<file path="src/rtl/lvds_link_pkg.sv">
// lvds_link_pkg: shared definitions for the LVDS TX link slice.
//   arb_state_t  - arbiter state encoding (S_DOWN / S_IDLE / S_BURST)
//   VALID_BIT    - bit position of the word-valid flag in a TX word
//   HB_IDLE_MAX  - idle-cycle count that triggers a heartbeat word
//   pw_from_chw  - payload width left in a 32-bit word after valid + channel ID
package lvds_link_pkg;

    typedef enum logic [1:0] {
        S_DOWN  = 2'd0,
        S_IDLE  = 2'd1,
        S_BURST = 2'd2
    } arb_state_t;

    localparam int unsigned VALID_BIT   = 31;
    localparam logic [15:0] HB_IDLE_MAX = 16'hFFFF;

    function automatic int unsigned pw_from_chw(input int unsigned ch_w);
        return 31 - ch_w;
    endfunction

endpackage

</file>
<file path="src/rtl/lvds_rr_pick.sv">
// lvds_rr_pick: combinational round-robin pick.
// Scans req_valid starting at last_grant+1, wrapping at NREQ.
//   req_valid  in  NREQ  request vector
//   last_grant in  CH_W  most recently served channel
//   any        out 1     at least one request is valid
//   winner     out CH_W  first valid index after last_grant
module lvds_rr_pick #(
    parameter int unsigned NREQ = 3,
    parameter int unsigned CH_W = 2
) (
    input  logic [NREQ-1:0] req_valid,
    input  logic [CH_W-1:0] last_grant,
    output logic            any,
    output logic [CH_W-1:0] winner
);

    localparam int unsigned IW = (NREQ > 1) ? $clog2(NREQ) : 1;

    logic [31:0] idx;

    always_comb begin
        any    = 1'b0;
        winner = '0;
        idx    = '0;
        for (int unsigned off = 1; off <= NREQ; off++) begin
            idx = (32'(last_grant) + off) % NREQ;
            if (!any && req_valid[idx[IW-1:0]]) begin
                any    = 1'b1;
                winner = CH_W'(idx);
            end
        end
    end

endmodule

</file>
<file path="src/rtl/lvds_tx_arbiter.sv">
// lvds_tx_arbiter: round-robin arbiter sharing the LVDS TX word FIFO
// between NREQ requesters. Accepted payloads are tagged
// {valid, channel ID, payload} and held in a one-entry output register
// that drains into the FIFO write port.
//
// Ports:
//   tx_inclock  in   clock
//   reset_n     in   synchronous active-low reset
//   link_up     in   link aligned; no grants while low
//   req_valid   in   NREQ      per-requester valid
//   req_data    in   NREQ*PW   requester i payload at [i*PW +: PW]
//   req_ready   out  NREQ      per-requester ready
//   d_in_tx     out  32        word to TX FIFO
//   enq_tx      out            TX FIFO enqueue strobe
//   full_n_tx   in             TX FIFO not full
//   grant_id    out  CH_W      current/last granted channel
//   busy        out            burst in progress or output word pending
//
// Optional feature: define LVDS_TX_ARB_HEARTBEAT_EN to emit a heartbeat
// word on channel all-ones after HB_IDLE_MAX idle cycles.
module lvds_tx_arbiter
    import lvds_link_pkg::*;
#(
    parameter int unsigned NREQ      = 3,
    parameter int unsigned CH_W      = 2,
    parameter int unsigned MAX_BURST = 4,
    parameter int unsigned PW        = pw_from_chw(CH_W)
) (
    input  logic                 tx_inclock,
    input  logic                 reset_n,
    input  logic                 link_up,
    input  logic [NREQ-1:0]      req_valid,
    input  logic [NREQ*PW-1:0]   req_data,
    output logic [NREQ-1:0]      req_ready,
    output logic [31:0]          d_in_tx,
    output logic                 enq_tx,
    input  logic                 full_n_tx,
    output logic [CH_W-1:0]      grant_id,
    output logic                 busy
);

    localparam int unsigned     BC_W       = $clog2(MAX_BURST + 1);
    localparam logic [BC_W-1:0] BURST_LAST = BC_W'(MAX_BURST - 1);

    arb_state_t       state, state_nxt;
    logic [CH_W-1:0]  last_grant;
    logic [BC_W-1:0]  burst_cnt;
    logic             out_valid;
    logic [31:0]      out_data;

    logic             pick_any;
    logic [CH_W-1:0]  pick_winner;

    logic             can_take;
    logic             cur_valid;
    logic [PW-1:0]    cur_data;
    logic             hs;
    logic             burst_end;
    logic             arb_take;
    logic             load;
    logic [31:0]      load_data;

    logic             hb_fire;
    logic [PW-1:0]    hb_seq;

    lvds_rr_pick #(
        .NREQ (NREQ),
        .CH_W (CH_W)
    ) u_pick (
        .req_valid  (req_valid),
        .last_grant (last_grant),
        .any        (pick_any),
        .winner     (pick_winner)
    );

`ifdef LVDS_TX_ARB_HEARTBEAT_EN
    logic [15:0] idle_cnt;

    assign hb_fire = (state == S_IDLE) && link_up && !(|req_valid) &&
                     (idle_cnt == HB_IDLE_MAX) && !out_valid;

    // Counter saturates at HB_IDLE_MAX while the output register is busy,
    // so the heartbeat goes out as soon as the register frees up.
    always_ff @(posedge tx_inclock) begin
        if (!reset_n) begin
            idle_cnt <= '0;
            hb_seq   <= '0;
        end else if (|req_valid) begin
            idle_cnt <= '0;
        end else if (hb_fire) begin
            idle_cnt <= '0;
            hb_seq   <= hb_seq + 1'b1;
        end else if ((state == S_IDLE) && (idle_cnt != HB_IDLE_MAX)) begin
            idle_cnt <= idle_cnt + 1'b1;
        end
    end
`else
    assign hb_fire = 1'b0;
    assign hb_seq  = '0;
`endif

    assign d_in_tx = out_data;
    assign enq_tx  = out_valid & full_n_tx;
    assign busy    = (state == S_BURST) | out_valid;

    always_comb begin
        state_nxt = state;
        req_ready = '0;
        hs        = 1'b0;
        burst_end = 1'b0;
        arb_take  = 1'b0;
        load      = 1'b0;
        load_data = out_data;
        can_take  = ~out_valid | full_n_tx;
        cur_valid = 1'b0;
        cur_data  = '0;

        for (int unsigned i = 0; i < NREQ; i++) begin
            if (CH_W'(i) == grant_id) begin
                cur_valid = req_valid[i];
                cur_data  = req_data[i*PW +: PW];
            end
        end

        case (state)
            S_DOWN: begin
                if (link_up) state_nxt = S_IDLE;
            end
            S_IDLE: begin
                if (!link_up) begin
                    state_nxt = S_DOWN;
                end else if (pick_any) begin
                    arb_take  = 1'b1;
                    state_nxt = S_BURST;
                end
            end
            S_BURST: begin
                // Ready is gated by link_up in the same cycle so no word is
                // accepted once the link has dropped.
                if (!link_up) begin
                    state_nxt = S_DOWN;
                end else begin
                    for (int unsigned i = 0; i < NREQ; i++) begin
                        if (CH_W'(i) == grant_id) req_ready[i] = can_take;
                    end
                    if (can_take) begin
                        if (cur_valid) begin
                            hs        = 1'b1;
                            load      = 1'b1;
                            load_data = '0;
                            load_data[VALID_BIT]              = 1'b1;
                            load_data[VALID_BIT-1 -: CH_W]    = grant_id;
                            load_data[PW-1:0]                 = cur_data;
                            burst_end = (burst_cnt == BURST_LAST);
                        end else begin
                            burst_end = 1'b1;
                        end
                        if (burst_end) state_nxt = S_IDLE;
                    end
                end
            end
            default: state_nxt = S_DOWN;
        endcase

        if (hb_fire) begin
            load      = 1'b1;
            load_data = '0;
            load_data[VALID_BIT]           = 1'b1;
            load_data[VALID_BIT-1 -: CH_W] = '1;
            load_data[PW-1:0]              = hb_seq;
        end
    end

    always_ff @(posedge tx_inclock) begin
        if (!reset_n) begin
            state      <= S_DOWN;
            grant_id   <= '0;
            last_grant <= CH_W'(NREQ - 1);
            burst_cnt  <= '0;
            out_valid  <= 1'b0;
            out_data   <= '0;
        end else begin
            state <= state_nxt;
            if (arb_take) begin
                grant_id  <= pick_winner;
                burst_cnt <= '0;
            end
            if (hs) burst_cnt <= burst_cnt + 1'b1;
            if (burst_end) last_grant <= grant_id;
            if (load) begin
                out_valid <= 1'b1;
                out_data  <= load_data;
            end else if (enq_tx) begin
                out_valid <= 1'b0;
            end
        end
    end

endmodule
</file>
<file path="config.mk">
export PLATFORM = sky130hd
export DESIGN_NAME = lvds_tx_arbiter
export DESIGN_NICKNAME = d
export VERILOG_FILES = /design/src/rtl/lvds_link_pkg.sv /design/src/rtl/lvds_rr_pick.sv /design/src/rtl/lvds_tx_arbiter.sv
export SDC_FILE = /design/constraint.sdc
export NUM_CORES = 1
export LEC_CHECK = 0
export ABC_AREA = 1
export CAP_MARGIN = 20
export CORE_ASPECT_RATIO = 0.9
export CORE_UTILIZATION = 25
export DETAILED_ROUTE_END_ITERATION = 8
export PLACE_DENSITY = 0.58
export SETUP_SLACK_MARGIN = 0.15
export SYNTH_ARGS = -nofsm -noshare
export SYNTH_HDL_FRONTEND = slang
export SYNTH_SLANG_ARGS = --single-unit
</file>
<file path="constraint.sdc">
create_clock -name tx_inclock -period 1.9 [get_ports tx_inclock]
set_input_delay 0.475 -clock tx_inclock [delete_from_list [all_inputs] [get_ports tx_inclock]]
set_output_delay 0.475 -clock tx_inclock [all_outputs]
set_load 0.03 [all_outputs]
</file>
Word level (Yosys, flattened, before mapping)
Index checks and enable logic that the tools add are counted.
{"block": "word_totals", "register_bits": 42, "inputBits": 94, "out_inout_bits": 39, "wordCells": 87}
{"block": "op_classes", "add_sub_neg": 4, "div_mod_pow": 3, "n_lt_le_gt_ge": 3, "eq_ne": 9, "mux": 48, "n_bitwise": 4, "n_reduce_logical": 10}
{"operator": "32-bit by 2-bit modulo with 32-bit output (second input constant)", "count": 3}
{"operator": "29-bit two-way mux", "count": 3}
{"operator": "1-bit two-way mux", "count": 28}
{"operator": "2-bit two-way mux", "count": 9}
{"operator": "3-bit two-way mux", "count": 4}
{"operator": "2-bit by 3-bit less-than comparator with 1-bit output (second input constant)", "count": 3}
{"operator": "2-bit by 2-bit adder with 3-bit output (second input constant)", "count": 2}
{"operator": "1-bit binary-select mux with 2-bit select", "count": 3}
{"operator": "3-bit != test (second input constant)", "count": 2}
{"operator": "2-bit one-hot mux with 3 select lines", "count": 1}
{"operator": "5-bit AND reduction", "count": 1}
{"operator": "2-bit logical NOT", "count": 2}
{"operator": "4-bit AND reduction", "count": 1}
{"operator": "2-bit nonzero test", "count": 2}
{"operator": "2-bit by 1-bit adder with 3-bit output (second input constant)", "count": 1}
{"operator": "3-bit by 1-bit adder with 3-bit output (second input constant)", "count": 1}
{"operator": "3-bit by 2-bit equality test with 1-bit output (second input constant)", "count": 1}
{"operator": "3-bit by 2-bit != test with 1-bit output (second input constant)", "count": 1}
{"operator": "1-bit by 2-bit equality test with 1-bit output (first input constant)", "count": 1}
{"operator": "2-bit by 1-bit equality test with 1-bit output (second input constant)", "count": 1}
{"operator": "2-bit equality test (first input constant)", "count": 1}
{"operator": "2-bit equality test (second input constant)", "count": 1}
{"operator": "1-bit logical AND", "count": 2}
{"operator": "1-bit logical NOT", "count": 2}
{"operator": "4 further kinds", "count": 5}

Depth between registers and ports, before layout
{"block": "depth", "depth_word": 16, "mapped_depth": 11, "depth_no_buf": 11}

Cells and area by module
A second synthesis with hierarchy kept.
{"block": "unflattened", "hier_cells": 392, "hier_area_um2": 2431.1}
{"module": "lvds_tx_arbiter", "n_inst": 1, "cells_each": 350, "area_per_inst_um2": 2217.1, "seq_area_each_um2": 840.8}
{"module": "lvds_rr_pick", "n_inst": 1, "cells_each": 42, "area_per_inst_um2": 214.0, "seq_area_each_um2": 0.0}

Worst setup path before layout
No wires, ideal clock.
{"block": "synth_path", "path_kind": "in2out", "startpoint": "input port link_up", "endpoint": "output port req_ready[0]", "arrival_ps": 1462, "required_ps": 1425, "slack_ps": -37, "cell_stages": 4, "n_path_buf": 0, "cell_sequence": "inv_1 nor2_4 nand2_2 nor3_1"}
{"block": "synth_via", "elab_chain_cells": 2}
{"item": "from (decl)", "line": "lvds_tx_arbiter.sv:31", "source": "input logic link_up,"}
{"item": "3-bit two-way mux", "line": "lvds_tx_arbiter.sv:140", "source": "if (!link_up) begin"}
{"item": "3-bit two-way mux", "line": "lvds_tx_arbiter.sv:125", "source": "case (state)"}
{"item": "to (decl)", "line": "lvds_tx_arbiter.sv:34", "source": "output logic [NREQ-1:0] req_ready,"}
Every way passes these cells.

Worst setup path in the final report
{"block": "layout_path", "startpoint": "input port req_valid[0]", "endpoint": "register out_data[15], in the netlist d_in_tx[15]"}
{"block": "layout_via", "elab_chain_cells": 8}
{"item": "from (decl)", "line": "lvds_tx_arbiter.sv:32", "source": "input logic [NREQ-1:0] req_valid,"}
{"item": "1-bit two-way mux * (3 in series)", "line": "lvds_tx_arbiter.sv:119", "source": "if (CH_W'(i) == grant_id) begin"}
{"item": "1-bit two-way mux", "line": "lvds_tx_arbiter.sv:147", "source": "if (cur_valid) begin"}
{"item": "1-bit two-way mux", "line": "lvds_tx_arbiter.sv:146", "source": "if (can_take) begin"}
{"item": "1-bit two-way mux", "line": "lvds_tx_arbiter.sv:140"}
{"item": "1-bit two-way mux", "line": "lvds_tx_arbiter.sv:125"}
{"item": "5-bit AND reduction (no source line) *"}
{"item": "to (signal assigned)", "line": "lvds_tx_arbiter.sv:192", "source": "out_data <= load_data;"}
{"item": "to (decl)", "line": "lvds_tx_arbiter.sv:49", "source": "logic [31:0] out_data;"}
Mark *: on every way between the ends. The rest lies on a longest branch, timed or not.
A chain may end at the register's enable or synchronous reset.

==> flow_summary.yaml <==
timing:
  fmax_mhz: 586.1
  period_share_pct: 89.80
  worstMarginPinSlew_ns: 0.4269
  finalClockSkew_ns: 0.007040
  fin_crit_ns: 1.706
  hold_viol: 0
  slew_violations: 0
  max_slew_margin_pct: 71.32
  grt_setup_unrepaired: "true"
  final-setup-viol-count: 0
clock_tree:
  cts_max_path_buffers: 2
  path_clk_slew_ns: 0.08
  cts-root-buf: "clkbuf_8"
  ctsHoldBuffers: 0
  cts_htree_levels: 2
  cts_tree: "yes"
  clk-insertion-delay-late_ns: 0.29
  cts.sinks: 42
  cts_buffers: 5
routing:
  routedWlPerCell_um: 12.35
  drt_wl_total_mm: 8.139
  routed-via-count: 2917
  via_per_inst: 4.426
  drc: 0
  drt_iter0_drc: 150
  firstDrtPassIters: 4
  ant_nets: 0
placed_design:
  placed_cell_area_um2: 3993
  dpl.hpwl_mm: 6.078
  place_congestion: 0.8867
  numPortBuffers: 132
finish:
  final_cell_mix: "nand2_1, clkdlybuf4s50_1, nor2_1"
  diodes: 0
  syn2layout_area_growth_pct: 72.46
  multi_input_area_um2: 1444
  final_common_cell: "nand2_1"
  seqCellArea_um2: 847.1
  postLayoutCoreUtil_pct: 44.98
  nets: 635
  fillCellCount: 1003
  drive_gt1_share_pct: 14.15
  stdcell_area_um2: 4160
logic_synthesis:
  synth_top_area_share_pct: 34.85
  ys.flop_type: "dfxtp_1"
  synth_cell_type_count: 23
  ys_warn_count: 0
  ys_async_sr_fraction_pct: 0
  yosysSeqAreaShare_pct: 34.85
  syn_nets: 484
  synthCells: 385
  syn_area_um2: 2412
  synth_area_leaders: "dfxtp_1, nand2_1, nor2_1, nand3_1, o21ai_0"
  yosysTopAreaCell: "dfxtp_1"
  synth_area_per_cell_um2: 6.266
  ys_ff_latch: 42
  synth-edff-count: 0
power:
  p_sw_share_pct: 27.39
  internal_power_w: 0.001483
  pwr-share-comb_pct: 26.4
  power.total_w: 0.002042
  irDropWorstVdd_mv: 0.2350
  p_leak_nw: 1.961
  clkPwrFrac_pct: 29.4
  powerDensity_nw_per_um2: 490.9
  p_sw_w: 0.0005594
  seq_power_share_pct: 44.2
worst_setup_path:
  reg2regPathDepth: 11
  cp_max_fo: 11
  slowest_delay_ns: 0.58
  crit_path_end_kind: "flip-flop"
  crit_start: "req_valid[0]"
  cp-endpoint: "d_in_tx[15]"
  critPathKind: "input pin to flip-flop"
  start_kind: "input pin"
  worstPathRequired_ns: 2.13
  slowest_stage: "clkdlybuf4s50_1"
  r2r-start: "last_grant[0]"
  r2r_end: "state[0]"
  path_cells: "clkdlybuf4s50_1 -> inv_1 -> nand2_2 -> nand2_2 -> nor2_8 -> buf_4 -> nor2_1 -> nor2_1"
  r2r_slack_ns: 0.26
  arrival_ns: 1.94
die:
  rows: 33
  start_util_pct: 26.08
  core_um2: 9249
  die_w_um: 105.5
  die_area_um2: 10050
  die_y_um: 95.19
  pin_count: 133
job:
  max_cap_viol_count: 0
outcome:
  status: "finished clean"
global_routing:
  gr-total-overflow: 0
  grt_usage_pct: 15.82
  antenna_found_initial: 0
  grt_pass1_vias: 2555
  grt_pass1_wl_mm: 12.41
  grt_max_degree: 34
hold_path:
  min_path_type: "flip-flop to flip-flop"
## critical path: cells and delay by family
kind / cells / cell delay (ns)
buf+inv: 3 / 0.88
simple gates: 5 / 0.57
## synth_stat cells, types with 4 or more instances
master,instances
nand2_1,117
nor2_1,74
nand3_1,44
dfxtp_1,42
o21ai_0,25
inv_1,19
o21ai_1,11
a21oi_1,8
buf_2,6
clkbuf_1,5
ha_1,5
buf_4,4
buf_6,4
nand2_2,4
nor3_1,4
## power groups by stage
stage                     logic [W]  registers [W]  clock network (W)
final                      0.000539       0.000903           0.000601
after global routing       0.000590       0.000905           0.000663
after CTS                  0.000537       0.000902           0.000632
after detailed placement   0.000536       0.000922                  0
after global placement     0.000531       0.000922                  0
after floorplan            0.000210       0.000947                  0
## state kept, by name (all words and copies together), names as in the netlist
| register | flops |
|---|---|
| out_valid | 1 |
| state | 2 |
| grant_id | 2 |
| d_in_tx | 32 |
| last_grant | 2 |
| burst_cnt | 3 |
## layer usage
layer / up-vias / track usage, % / part of all wire, %
li1: 1529 / - / -
met1: 1290 / 19.31 / 45
met2: 94 / 27.63 / 47
met3: 4 / 4.785 / 7.2
met4: 0 / 3.356 / 0.49
met5: - / 0 / 0
## repair_timing
item                       CTS  global route
gates resized for setup     49            14
setup buffers                3             2
setup endpoints to repair   44            10
hold endpoints to repair     0             0
pin swaps                    3             5
## metrics by stage
stage / std cells / setup TNS, ns / hold WS (ns) / setup slack, ns
3_5_place_dp: 646 / -2.965 / 0.4567 / -0.1705
3_3_place_gp: 646 / -2.185 / 0.4431 / -0.1457
4_1_cts: 657 / 0 / 0.4715 / 0.1249
6_report: 659 / 0 / 0.4647 / 0.1938
5_1_grt: 659 / 0 / 0.5094 / 0.1272
2_1_floorplan: 385 / -0.1102 / 0.4291 / -0.03673
## cell type report
cell class,instances,share of cell area [%]
inverter,22,1.985
multi-input combinational,302,34.71
clock buffer,7,2.075
sequential,42,20.36
timing repair buffer,163,37.08
tap,122,3.669
clock inverter,1,0.1203
## cells by family after synthesis
group           count (synthesis)  synth area share, %
compound gates                 47                10.11
fa+ha+maj                       5                2.593
simple gates                  250                43.88
flops                          42                34.85
buf+inv                        41                8.558
## worst min-delay path by stage
stage / from / cells after the start / end
after detailed placement: d_in_tx[31] / 2 / d_in_tx[31]
after global routing: d_in_tx[20] / 2 / d_in_tx[20]
after global placement: burst_cnt[0] / 1 / burst_cnt[0]
after CTS: d_in_tx[31] / 2 / d_in_tx[31]
after floorplan: burst_cnt[0] / 1 / burst_cnt[0]
final: d_in_tx[31] / 2 / d_in_tx[31]
No activity file was read; power rests on OpenSTA's default activity.
